--- src/rtl/ext_mem_arbiter_if.sv ---
// ----------------------------------------------------------------------------
// ext_mem_arbiter_if
//
// IOb-style native memory bus: one request channel (avalid/addr/wdata/wstrb)
// and one response channel (ready/rvalid/rdata).
//
// Modports:
//   master : the side that issues requests (a cache back-end, or the arbiter
//            when it faces external memory).
//            out avalid, addr[ADDR_W], wdata[DATA_W], wstrb[DATA_W/8]
//            in  ready, rvalid, rdata[DATA_W]
//   slave  : the side that accepts requests (the arbiter facing a cache, or
//            the external memory bridge).
//            in  avalid, addr, wdata, wstrb
//            out ready, rvalid, rdata
//
// A request is accepted on avalid & ready. A write is a request with a
// non-zero wstrb and needs no response; a read (wstrb == 0) is answered by a
// later one-cycle rvalid pulse carrying rdata.
// ----------------------------------------------------------------------------
interface ext_mem_arbiter_if #(
    parameter int ADDR_W = 32,
    parameter int DATA_W = 32
);
    logic                  avalid;
    logic [ADDR_W-1:0]     addr;
    logic [DATA_W-1:0]     wdata;
    logic [DATA_W/8-1:0]   wstrb;
    logic                  ready;
    logic                  rvalid;
    logic [DATA_W-1:0]     rdata;

    modport master (
        output avalid,
        output addr,
        output wdata,
        output wstrb,
        input  ready,
        input  rvalid,
        input  rdata
    );

    modport slave (
        input  avalid,
        input  addr,
        input  wdata,
        input  wstrb,
        output ready,
        output rvalid,
        output rdata
    );
endinterface

--- src/rtl/ext_mem_arbiter.sv ---
// ----------------------------------------------------------------------------
// ext_mem_arbiter
//
// Shares the single external-memory IOb port between two cache back-ends
// (m0 = instruction cache, m1 = data cache). One master owns the port at a
// time; ownership is decided in IDLE, is locked for the whole transaction,
// and read responses are steered to the owner only.
//
// Ports:
//   clk_i    in   system clock
//   cke_i    in   clock enable; when low, state/owner/last hold
//   arst_i   in   asynchronous active-high reset
//   m0       slave modport  master 0 (instruction) request/response
//   m1       slave modport  master 1 (data) request/response
//   s        master modport request/response towards external memory
//   grant_o  out  one-hot current owner, 2'b00 while idle
//
// Transaction flow:
//   IDLE -> FWD  a request was seen (grant is registered, so the request is
//                forwarded one cycle after it is first seen)
//   FWD  -> IDLE write handshake, or the owner withdrew avalid
//   FWD  -> RD   read handshake
//   RD   -> IDLE rvalid from memory
// ----------------------------------------------------------------------------
module ext_mem_arbiter #(
    parameter int ADDR_W = 32,
    parameter int DATA_W = 32
) (
    input  logic                  clk_i,
    input  logic                  cke_i,
    input  logic                  arst_i,
    ext_mem_arbiter_if.slave      m0,
    ext_mem_arbiter_if.slave      m1,
    ext_mem_arbiter_if.master     s,
    output logic [1:0]            grant_o
);

    localparam logic [1:0] IDLE = 2'd0;
    localparam logic [1:0] FWD  = 2'd1;
    localparam logic [1:0] RD   = 2'd2;

    logic [1:0]          state;
    logic [1:0]          state_nxt;
    logic                owner;
    logic                owner_nxt;
    logic                last;
    logic                last_nxt;

    logic                in_fwd;
    logic                in_rd;
    logic                busy;
    logic                pick;
    logic                own_avalid;
    logic [DATA_W/8-1:0] own_wstrb;
    logic [ADDR_W-1:0]   sel_addr;
    logic [DATA_W-1:0]   sel_wdata;
    logic [DATA_W/8-1:0] sel_wstrb;
    logic                sel_m1;

    assign in_fwd = (state == FWD);
    assign in_rd  = (state == RD);
    assign busy   = in_fwd | in_rd;

    // Round-robin choice: on a tie the master that was not served last wins;
    // otherwise whichever master is requesting (m1 only if m0 is not).
    assign pick = (m0.avalid && m1.avalid) ? ~last : m1.avalid;

    assign own_avalid = owner ? m1.avalid : m0.avalid;
    assign own_wstrb  = owner ? m1.wstrb  : m0.wstrb;

    // The request mux defaults to master 0 whenever no transaction is open,
    // so the address/data lines are stable and predictable while idle.
    assign sel_m1    = busy & owner;
    assign sel_addr  = sel_m1 ? m1.addr  : m0.addr;
    assign sel_wdata = sel_m1 ? m1.wdata : m0.wdata;
    assign sel_wstrb = sel_m1 ? m1.wstrb : m0.wstrb;

    // ------------------------------------------------------------------
    // Request path towards external memory
    // ------------------------------------------------------------------
    assign s.avalid = in_fwd & own_avalid;
    assign s.addr   = sel_addr;
    assign s.wdata  = sel_wdata;
    assign s.wstrb  = sel_wstrb;

    // ------------------------------------------------------------------
    // Response path back to the masters
    // ------------------------------------------------------------------
    assign m0.ready  = in_fwd & ~owner & s.ready;
    assign m1.ready  = in_fwd &  owner & s.ready;

    // rvalid only reaches the owner and only in RD, so a response that
    // arrives after a reset (state forced to IDLE) is silently dropped.
    assign m0.rvalid = in_rd & ~owner & s.rvalid;
    assign m1.rvalid = in_rd &  owner & s.rvalid;

    // Read data is broadcast unqualified; rvalid is the only qualifier.
    assign m0.rdata  = s.rdata;
    assign m1.rdata  = s.rdata;

    assign grant_o = busy ? (owner ? 2'b10 : 2'b01) : 2'b00;

    // ------------------------------------------------------------------
    // Next-state logic
    // ------------------------------------------------------------------
    always_comb begin
        state_nxt = state;
        owner_nxt = owner;
        last_nxt  = last;
        case (state)
            IDLE: begin
                if (m0.avalid || m1.avalid) begin
                    owner_nxt = pick;
                    state_nxt = FWD;
                end
            end
            FWD: begin
                if (!own_avalid) begin
                    // Owner gave up before the handshake: release the port
                    // and count it as served so the other master gets a turn.
                    last_nxt  = owner;
                    state_nxt = IDLE;
                end else if (s.ready) begin
                    if (|own_wstrb) begin
                        last_nxt  = owner;
                        state_nxt = IDLE;
                    end else begin
                        state_nxt = RD;
                    end
                end
            end
            RD: begin
                if (s.rvalid) begin
                    last_nxt  = owner;
                    state_nxt = IDLE;
                end
            end
            default: begin
                state_nxt = IDLE;
            end
        endcase
    end

    // ------------------------------------------------------------------
    // State registers
    // ------------------------------------------------------------------
    // last resets to 1 so that master 0 wins the very first tie.
    always_ff @(posedge clk_i or posedge arst_i) begin
        if (arst_i) begin
            state <= IDLE;
            owner <= 1'b0;
            last  <= 1'b1;
        end else if (cke_i) begin
            state <= state_nxt;
            owner <= owner_nxt;
            last  <= last_nxt;
        end
    end

endmodule

--- src/flat_wrapper.sv ---
// flat-port wrapper written by rule: the top's interface ports become plain ports
module ext_mem_arbiter_flat 
#(
    parameter int ADDR_W = 32,
    parameter int DATA_W = 32
)
  (clk_i, cke_i, arst_i, grant_o, m0_avalid, m0_addr, m0_wdata, m0_wstrb, m0_ready, m0_rvalid, m0_rdata, m1_avalid, m1_addr, m1_wdata, m1_wstrb, m1_ready, m1_rvalid, m1_rdata, s_avalid, s_addr, s_wdata, s_wstrb, s_ready, s_rvalid, s_rdata);
  ext_mem_arbiter_if #(.ADDR_W(ADDR_W), .DATA_W(DATA_W)) m0_i ();
  ext_mem_arbiter_if #(.ADDR_W(ADDR_W), .DATA_W(DATA_W)) m1_i ();
  ext_mem_arbiter_if #(.ADDR_W(ADDR_W), .DATA_W(DATA_W)) s_i ();
  input  logic clk_i;
  input  logic cke_i;
  input  logic arst_i;
  output logic [1:0] grant_o;
  input wire logic [$bits(m0_i.avalid)-1:0] m0_avalid;
  input wire logic [$bits(m0_i.addr)-1:0] m0_addr;
  input wire logic [$bits(m0_i.wdata)-1:0] m0_wdata;
  input wire logic [$bits(m0_i.wstrb)-1:0] m0_wstrb;
  output wire logic [$bits(m0_i.ready)-1:0] m0_ready;
  output wire logic [$bits(m0_i.rvalid)-1:0] m0_rvalid;
  output wire logic [$bits(m0_i.rdata)-1:0] m0_rdata;
  input wire logic [$bits(m1_i.avalid)-1:0] m1_avalid;
  input wire logic [$bits(m1_i.addr)-1:0] m1_addr;
  input wire logic [$bits(m1_i.wdata)-1:0] m1_wdata;
  input wire logic [$bits(m1_i.wstrb)-1:0] m1_wstrb;
  output wire logic [$bits(m1_i.ready)-1:0] m1_ready;
  output wire logic [$bits(m1_i.rvalid)-1:0] m1_rvalid;
  output wire logic [$bits(m1_i.rdata)-1:0] m1_rdata;
  output wire logic [$bits(s_i.avalid)-1:0] s_avalid;
  output wire logic [$bits(s_i.addr)-1:0] s_addr;
  output wire logic [$bits(s_i.wdata)-1:0] s_wdata;
  output wire logic [$bits(s_i.wstrb)-1:0] s_wstrb;
  input wire logic [$bits(s_i.ready)-1:0] s_ready;
  input wire logic [$bits(s_i.rvalid)-1:0] s_rvalid;
  input wire logic [$bits(s_i.rdata)-1:0] s_rdata;
  assign m0_i.avalid = m0_avalid;
  assign m0_i.addr = m0_addr;
  assign m0_i.wdata = m0_wdata;
  assign m0_i.wstrb = m0_wstrb;
  assign m0_ready = m0_i.ready;
  assign m0_rvalid = m0_i.rvalid;
  assign m0_rdata = m0_i.rdata;
  assign m1_i.avalid = m1_avalid;
  assign m1_i.addr = m1_addr;
  assign m1_i.wdata = m1_wdata;
  assign m1_i.wstrb = m1_wstrb;
  assign m1_ready = m1_i.ready;
  assign m1_rvalid = m1_i.rvalid;
  assign m1_rdata = m1_i.rdata;
  assign s_avalid = s_i.avalid;
  assign s_addr = s_i.addr;
  assign s_wdata = s_i.wdata;
  assign s_wstrb = s_i.wstrb;
  assign s_i.ready = s_ready;
  assign s_i.rvalid = s_rvalid;
  assign s_i.rdata = s_rdata;
  ext_mem_arbiter #(.ADDR_W(ADDR_W), .DATA_W(DATA_W)) u_core (.clk_i(clk_i), .cke_i(cke_i), .arst_i(arst_i), .m0(m0_i), .m1(m1_i), .s(s_i), .grant_o(grant_o));
endmodule
--- config.mk ---
export PLATFORM = sky130hd
export DESIGN_NAME = ext_mem_arbiter_flat
export DESIGN_NICKNAME = d
export VERILOG_FILES = /design/src/rtl/ext_mem_arbiter_if.sv /design/src/rtl/ext_mem_arbiter.sv /design/src/flat_wrapper.sv
export SDC_FILE = /design/constraint.sdc
export NUM_CORES = 1
export LEC_CHECK = 0
export CORE_AREA = 2 2 121 123
export DETAILED_ROUTE_END_ITERATION = 10
export DIE_AREA = 0 0 123 125
export HOLD_SLACK_MARGIN = 0.12
export SLEW_MARGIN = 15
export SYNTH_ARGS = -nofsm -noshare
export SYNTH_HDL_FRONTEND = slang
export SYNTH_SLANG_ARGS = --single-unit
--- constraint.sdc ---
create_clock -name clk_i -period 2.25 [get_ports clk_i]
set_input_delay 0.45 -clock clk_i [delete_from_list [all_inputs] [get_ports clk_i]]
set_output_delay 0.45 -clock clk_i [all_outputs]
set_load 0.02 [all_outputs]
# Word level (Yosys, flattened, before mapping)
# Index checks and enable logic that the tools add are counted.
[totals] inputBits=175 word_cells=49 ff_bits=4 output_inout_bits=139
[classes] n_mux=19 n_bitwise=13 reduce_logical=8 n_eq_ne=6
[op_table] cell="two-way mux 32 bit" count=2
[op_table] cell="two-way mux 2 bit" count=7
[op_table] cell="bitwise AND 1 bit" count=10
[op_table] cell="two-way mux 4 bit" count=2
[op_table] cell="two-way mux 1 bit" count=6
[op_table] cell="!= test 3 bit, second input constant" count=2
[op_table] cell="one-hot mux 2 bit (3 select lines)" count=1
[op_table] cell="AND reduction 5 bit" count=1
[op_table] cell="AND reduction 4 bit" count=1
[op_table] cell="OR reduction 4 bit" count=1
[op_table] cell="AND reduction 3 bit" count=1
[op_table] cell="== test 2 x 1 -> 1 bit, second input constant" count=1
[op_table] cell="== test 2 bit, second input constant" count=1
[op_table] cell="logical NOT 2 bit" count=1
[op_table] cell="!= test 2 x 1 -> 1 bit, second input constant" count=1
[op_table] cell="!= test 2 bit, second input constant" count=1
[op_table] cell="inverter 1 bit" count=2
[op_table] cell="one-hot mux 1 bit (2 select lines)" count=1
[op_table] cell="nonzero test 2 bit" count=1
[op_table] cell="logical AND 1 bit" count=1
[op_table] cell="logical OR 1 bit" count=1
[op_table] cell="OR 1 bit" count=1

# Logic depth before layout (Yosys ltp)
# Gate-level depths: netlist of the first run.
[depth] ltp_word=6 mapped_depth=7 ltp_nobuf=7

# Least setup slack after synthesis of the first run
# Ideal clock, no wire load.
[synth_path] path_type="reg2out" startpoint="register u_core.state[0]" endpoint="output s_addr[12]" arrival_ps=1572 stages_incl_launch_ff=8 path_slack_ps=228 path_buffers=3 required_time_ps=1800 cell_sequence="dfrtp_1 -> inv_1 -> ha_1 -> and2_4 -> buf_6 -> buf_6 -> buf_8 -> mux2_4"
[synth_between] elab_chain_cells=4 word_cells_on_any_way=5 classes_between="2 x eq/ne; 1 x mux; 2 x bitwise"
[synth_rtl] item="start, declared" line="ext_mem_arbiter.sv:42" rtl="logic [1:0] state;"
[synth_rtl] item="start signal, assigned" line="ext_mem_arbiter.sv:154" rtl="state <= state_nxt;"
[synth_rtl] item="== test 2 x 1 -> 1 bit or == test 2 bit (tied branches)" line="ext_mem_arbiter.sv:60, ext_mem_arbiter.sv:61"
[synth_rtl] item="OR 1 bit *" line="ext_mem_arbiter.sv:62" rtl="assign busy = in_fwd | in_rd;"
[synth_rtl] item="bitwise AND 1 bit *" line="ext_mem_arbiter.sv:73" rtl="assign sel_m1 = busy & owner;"
[synth_rtl] item="two-way mux 32 bit *" line="ext_mem_arbiter.sv:74" rtl="assign sel_addr = sel_m1 ? m1.addr : m0.addr;"
[synth_rtl] item="end, declared" line="flat_wrapper.sv:30" rtl="output wire logic [$bits(s_i.addr)-1:0] s_addr;"
# Every way passes the cells marked *; elsewhere a longest branch is shown, timed or not.

# Final worst setup path of the first run
[layout_path] startpoint="register u_core.state[1]" endpoint="output s_addr[4]"
# The elaborated chain is that of the path after synthesis.

==> impl_metrics.ini, run 1 <==
[run_status]
status = complete, but fails checks
violations = setup timing

[sta]
fmax_ghz = 0.4238
finalSetupViolations = 54
rsz0062_at_grt = true
hold_viol = 0
slew_headroom = 0.7651
fin_crit_sh = 1.049
slew_violations = 0
layout_setup_ws_ps = -109.4
period_minus_slack_ps = 2359
skew_ps = 2.179
worst_slew_pin_slew_ps = 351.7

[pwr]
ir_worst_vdd_uv = 398.1
internal_power_mw = 2.682
pwr_density_cell_nw_per_um2 = 1082
switchingPower_mw = 1.799
seq_power_share = 0.028
combPwrFrac = 0.909
pwr-share-clk = 0.063
switching_share = 0.4014
p_leak_nw = 1.820

[floorplan]
io-pin-count = 314
die_w_um = 123
die_height_um = 125
die_area_sq_um = 15380
placementRows = 44
start_util = 0.1192
coreArea_sq_um = 14200

[critical_path]
crit_path_end_kind = output pin
r2r-end = u_core.last
r2r_slack_ps = 400
r2r_start = u_core.state[1]
required_ps = 1800
arrival_ps = 1910
worstPathMaxFanout = 5
rr_worst_depth = 8
critical_path.top_delay_family = buffers and inverters
start_kind = flip-flop
path_buf_inv = 5
cp_common_cell = buf_12
crit_path_start = u_core.state[1]
cp_cell_sequence = inv_2, ha_4, and2_4, buf_12, buf_12, buf_16, mux2_4, buf_6
slowest_delay_ps = 390
slowest_stage = dfrtp_1
crit_type = reg -> out

[synth]
yosys_warnings = 0
synthesis.nets = 360
avgSynthCellArea_sq_um = 9.302
synth_common_cells = 64 x buf_4, 60 x mux2_2, 9 x mux2_4, 7 x nor2_1, 5 x buf_2
async_reset_ff_frac = 1.000
synth_area_leaders = mux2_2 40%, buf_4 28%, mux2_4 8.0%
synth_most_common_cell = buf_4
synth_top_area_cell = mux2_2
synth_flop_cell = dfrtp_1
ys_ff_latch = 4
ys_types = 26
synth_seq_area_share = 0.05987
synth_top_cell_area_share = 0.3991
syn_area_sq_um = 1693
syn-instance-count = 182
synth_edf_count = 0

[route]
avgViaCountPerCell = 3.715
antenna_left = 0
drc = 0
drt_pass1_iterations = 4
num_vias = 2006
totalWireLength_um = 9516
wl_per_cell_um = 17.62
drt_iter0_drc = 27

[clock_tree]
cts.sinks = 4
clk_pin_slew_ps = 30
cts_root_buf = clkbuf_16
clk_path_buf_depth = 2
cts_tree = done
h-tree-depth = 1
cts_buffers = 3
cts-hold-fix-buffers = 0
insertion_delay_ps = 220

[global_route]
grt_pass1_wl_um = 13110
grt_use_total = 0.1119
grt_pass1_vias = 2213
overflow = 0
grt_max_degree = 15
antenna_found_initial = 0

[cells_and_area]
n_antenna_cell = 0
syn2layout_area_growth_pct = 144.7
nFillCells = 1457
instances_no_fill = 540
drive_gt1_frac = 0.4888
fin_nets = 535

[flow_run]
max_cap_viol_count = 0

[placement]
place_inst = 520
routabilityCongestion = 0.9032
hpwlAfterDp_um = 7078
dp_slack_ps = -295.6
port-buffer-count = 217

[worst_hold_path]
holdCritPathClass = in -> async
==> flip-flops by register name, indices dropped and copies added (netlist names) <==
| name | flops |
|---|---|
| u_core.state | 2 |
| u_core.last | 1 |
| u_core.owner | 1 |
==> per-stage QoR <==
step                      cell area, sq um  power (mW)  hold slack, ps  utilization  TNS [ps]
after floorplan                       1693       2.053           215.4            -         0
after global placement                3636       3.232           592.4       0.2560    -11980
after detailed placement              3636       3.254           585.3       0.2560    -14740
after CTS                             4014       4.398           428.4       0.2826     -3242
after global routing                  4143       4.712           462.7       0.2917     -5381
final                                 4143       4.481           418.0       0.2917     -2546
==> cell usage in the layout (no fill, tap or decap), types with 2 or more instances in the layout <==
master | Yosys | routed
nand2_1 | 4 | 4
clkdlybuf4s50_1 | 0 | 142
and3_1 | 2 | 2
inv_2 | 0 | 2
clkbuf_16 | 0 | 3
buf_6 | 3 | 50
dlygate4sd2_1 | 0 | 4
nor2_1 | 7 | 7
nor3_1 | 2 | 2
a21oi_1 | 2 | 2
buf_12 | 0 | 6
ha_1 | 3 | 2
mux2_4 | 9 | 51
inv_1 | 4 | 2
buf_16 | 0 | 6
mux2_2 | 60 | 18
nand2b_1 | 2 | 2
buf_4 | 64 | 15
dfrtp_1 | 3 | 3
buf_2 | 5 | 18
==> cell type report <==
type                            instances  area (sq um)  area share
Clock buffer                            4         78.83     0.01903
Inverter                                4         15.01    0.003624
Multi-Input combinational cell        101          1192      0.2878
Sequential cell                         4         101.3     0.02446
Tap cell                              184         230.2     0.05557
Timing Repair Buffer                  243          2525      0.6095
==> cells by family after synthesis <==
family | count (synthesis) | share of synthesized area
simple gates | 21 | 0.06430
buf+inv | 77 | 0.3363
mux | 70 | 0.4849
fa+ha+maj | 3 | 0.02218
flops | 4 | 0.05987
compound gates | 7 | 0.03252
==> what timing repair did <==
item	4_1_cts	5_1_grt
setup buffers	10	1
gates cloned	6	0
endpoints found under the setup margin	70	70
pin swaps	2	0
resized for setup	382	48
==> power groups by stage <==
stage	registers, mW	clock network (mW)	logic [mW]
floorplan	0.124	0	1.93
global placement	0.123	0	3.11
detailed placement	0.123	0	3.13
CTS	0.125	0.289	3.98
global route	0.127	0.296	4.29
finish	0.124	0.282	4.07
==> how the worst max path moves through the flow <==
stage / endpoint / slack [ps] / depth (start not counted)
final: s_addr[4] / -110 / 8
after global routing: s_addr[24] / -150 / 8
after CTS: s_addr[8] / -130 / 8
after detailed placement: s_addr[3] / -300 / 6
after global placement: s_addr[10] / -250 / 6
after floorplan: s_addr[12] / 230 / 7
==> metal layers <==
layer  global-route usage  wire [um]  vias up
met5                    0          0        -
met4              0.01671         74        0
met3              0.03102        970       19
met2               0.2181       5024      122
met1               0.1195       3446      954
li1                     -          -      911
(Power assumes the default switching activity.)
==> run 2: changes to the inputs <==
--- a/config.mk
+++ b/config.mk
@@ -8,6 +8,7 @@
 export CORE_AREA = 2 2 121 123
 export DETAILED_ROUTE_END_ITERATION = 10
 export DIE_AREA = 0 0 123 125
+export GPL_ROUTABILITY_DRIVEN = 1
 export HOLD_SLACK_MARGIN = 0.12
 export SLEW_MARGIN = 15
 export SYNTH_ARGS = -nofsm -noshare
==> constraint.sdc (replaced) <==
create_clock -name clk_i -period 2.7 [get_ports clk_i]
set_input_delay 0.54 -clock clk_i [delete_from_list [all_inputs] [get_ports clk_i]]
set_output_delay 0.54 -clock clk_i [all_outputs]
set_load 0.02 [all_outputs]
==> run 2 against run 1 <==
Effect of this change: the flow now finishes without violations; global-route usage fell by 1.8 points; flip-flop and latch count did not move; critical endpoint is now s_addr[29]; critical path type unchanged; register-to-register slack improved by 610 ps; non-clock buffer count fell by 15.
==> impl_metrics.ini, run 2 (same netlist as run 1, synthesis figures left out) <==
[critical_path]
r2r-end = u_core.last
crit_path_end_kind = output pin
crit_type = reg -> out
arrival_ps = 2100
r2r_slack_ps = 1010
crit_path_start = u_core.state[0]
start_kind = flip-flop
required_ps = 2160
worstPathMaxFanout = 10
rr_worst_depth = 6
r2r_start = u_core.state[1]

[sta]
period_minus_slack_ps = 2641
slew_violations = 0
slew_headroom = 0.7523
fin_crit_sh = 0.9781
worst_slew_pin_slew_ps = 371.0
hold_viol = 0
fmax_ghz = 0.3787
finalSetupViolations = 0
skew_ps = 6.097

[cells_and_area]
instances_no_fill = 526
drive_gt1_frac = 0.2661
syn2layout_area_growth_pct = 122.0
n_antenna_cell = 0
fin_nets = 521
largest_register_ffs = 2
mostFrequentLayoutCells = 149 x clkdlybuf4s50_1, 60 x mux2_2, 53 x dlygate4sd2_1
layout_commonest_cell = clkdlybuf4s50_1
largest_register = u_core.state
reg.largest.list = u_core.state (2), u_core.last (1), u_core.owner (1)

[global_route]
antenna_found_initial = 0
grt_pass1_wl_um = 11210
grt_max_degree = 42
overflow = 0
grt_use_total = 0.09436
grt_pass1_vias = 1977

[floorplan]
io-pin-count = 314
die_w_um = 123
die_area_sq_um = 15380
die_height_um = 125
start_util = 0.1192
coreArea_sq_um = 14200
placementRows = 44

[pwr]
switchingPower_mw = 1.320
pwr-share-clk = 0.080
switching_share = 0.4410
seq_power_share = 0.037
ir_worst_vdd_uv = 236.2
power.total_mw = 2.995
pwr_density_cell_nw_per_um2 = 797.0
p_leak_nw = 1.506
combPwrFrac = 0.883
internal_power_mw = 1.674

[route]
drc = 0
wl_per_cell_um = 16.83
totalWireLength_um = 8854
num_vias = 1883
avgViaCountPerCell = 3.580
drt_iter0_drc = 18
drt_pass1_iterations = 4
antenna_left = 0

[placement]
place_inst = 514
port-buffer-count = 217
hpwlAfterDp_um = 6913
routabilityCongestion = 0.9159

[clock_tree]
cts-hold-fix-buffers = 0
h-tree-depth = 1
clk_path_buf_depth = 2
cts_setup_buffers = 0
insertion_delay_ps = 230
clk_pin_slew_ps = 30
cts_tree = done
cts_buffers = 3
cts.sinks = 4
cts_root_buf = clkbuf_16

[run_status]
status = finished, final reports clean

[worst_hold_path]
holdCritPathClass = in -> async

[flow_run]
max_cap_viol_count = 0
[run 2: how the worst max path moves through the flow]
stage,end,slack (ps)
after CTS,s_addr[10],3
final,s_addr[29],60
after detailed placement,s_addr[3],30
after floorplan,s_addr[12],590
after global placement,s_addr[10],70
after global routing,s_wdata[6],-3
[run 2: area by class of cell]
class | count | area (sq um)
timing repair buffer | 228 | 2290
multi-input combinational | 102 | 1042
clock buffer | 4 | 78.83
tap | 184 | 230.2
sequential | 4 | 101.3
inverter | 4 | 15.01
fill | 1489 | 10450
[run 2: metrics by stage]
stage	setup TNS [ps]	hold WS [ps]	worst slack, ps	cell area, sq um	utilization
after floorplan	0	305.4	588.2	1693	-
after CTS	0	512.6	3.290	3597	0.2533
final	0	498.6	59.24	3757	0.2645
after global routing	-7.412	538.7	-2.955	3757	0.2645
after global placement	0	521.5	67.48	3593	0.2530
after detailed placement	0	539.3	31.83	3593	0.2530
[run 2: repair_timing]
item	in CTS	in global routing
gates resized for setup	69	16
hold endpoints to repair	0	0
cloned	0	8
setup endpoints to repair	67	30
pin swaps	0	1
[run 2: power by group through the flow]
stage	clock network, mW	logic, mW	registers (mW)
after floorplan	0	1.61	0.104
after global placement	0	2.56	0.104
after detailed placement	0	2.57	0.106
after CTS	0.243	2.34	0.106
after global routing	0.246	2.79	0.114
final	0.240	2.64	0.110
[run 2: critical path: stages (launching register included)]
cell	delay [ps]
dfrtp_1	370
inv_1	100
ha_4	290
and2_4	260
clkbuf_16	200
mux2_2	330
dlygate4sd2_1	320
[run 2: routing by layer]
metal  GRT usage  up-vias  routed length (um)
met5           0        -                   0
met4     0.02072        0                  98
met3     0.03102       21                 975
met2      0.1800      117                4502
met1     0.09823      859                3277
li1            -      886                   -
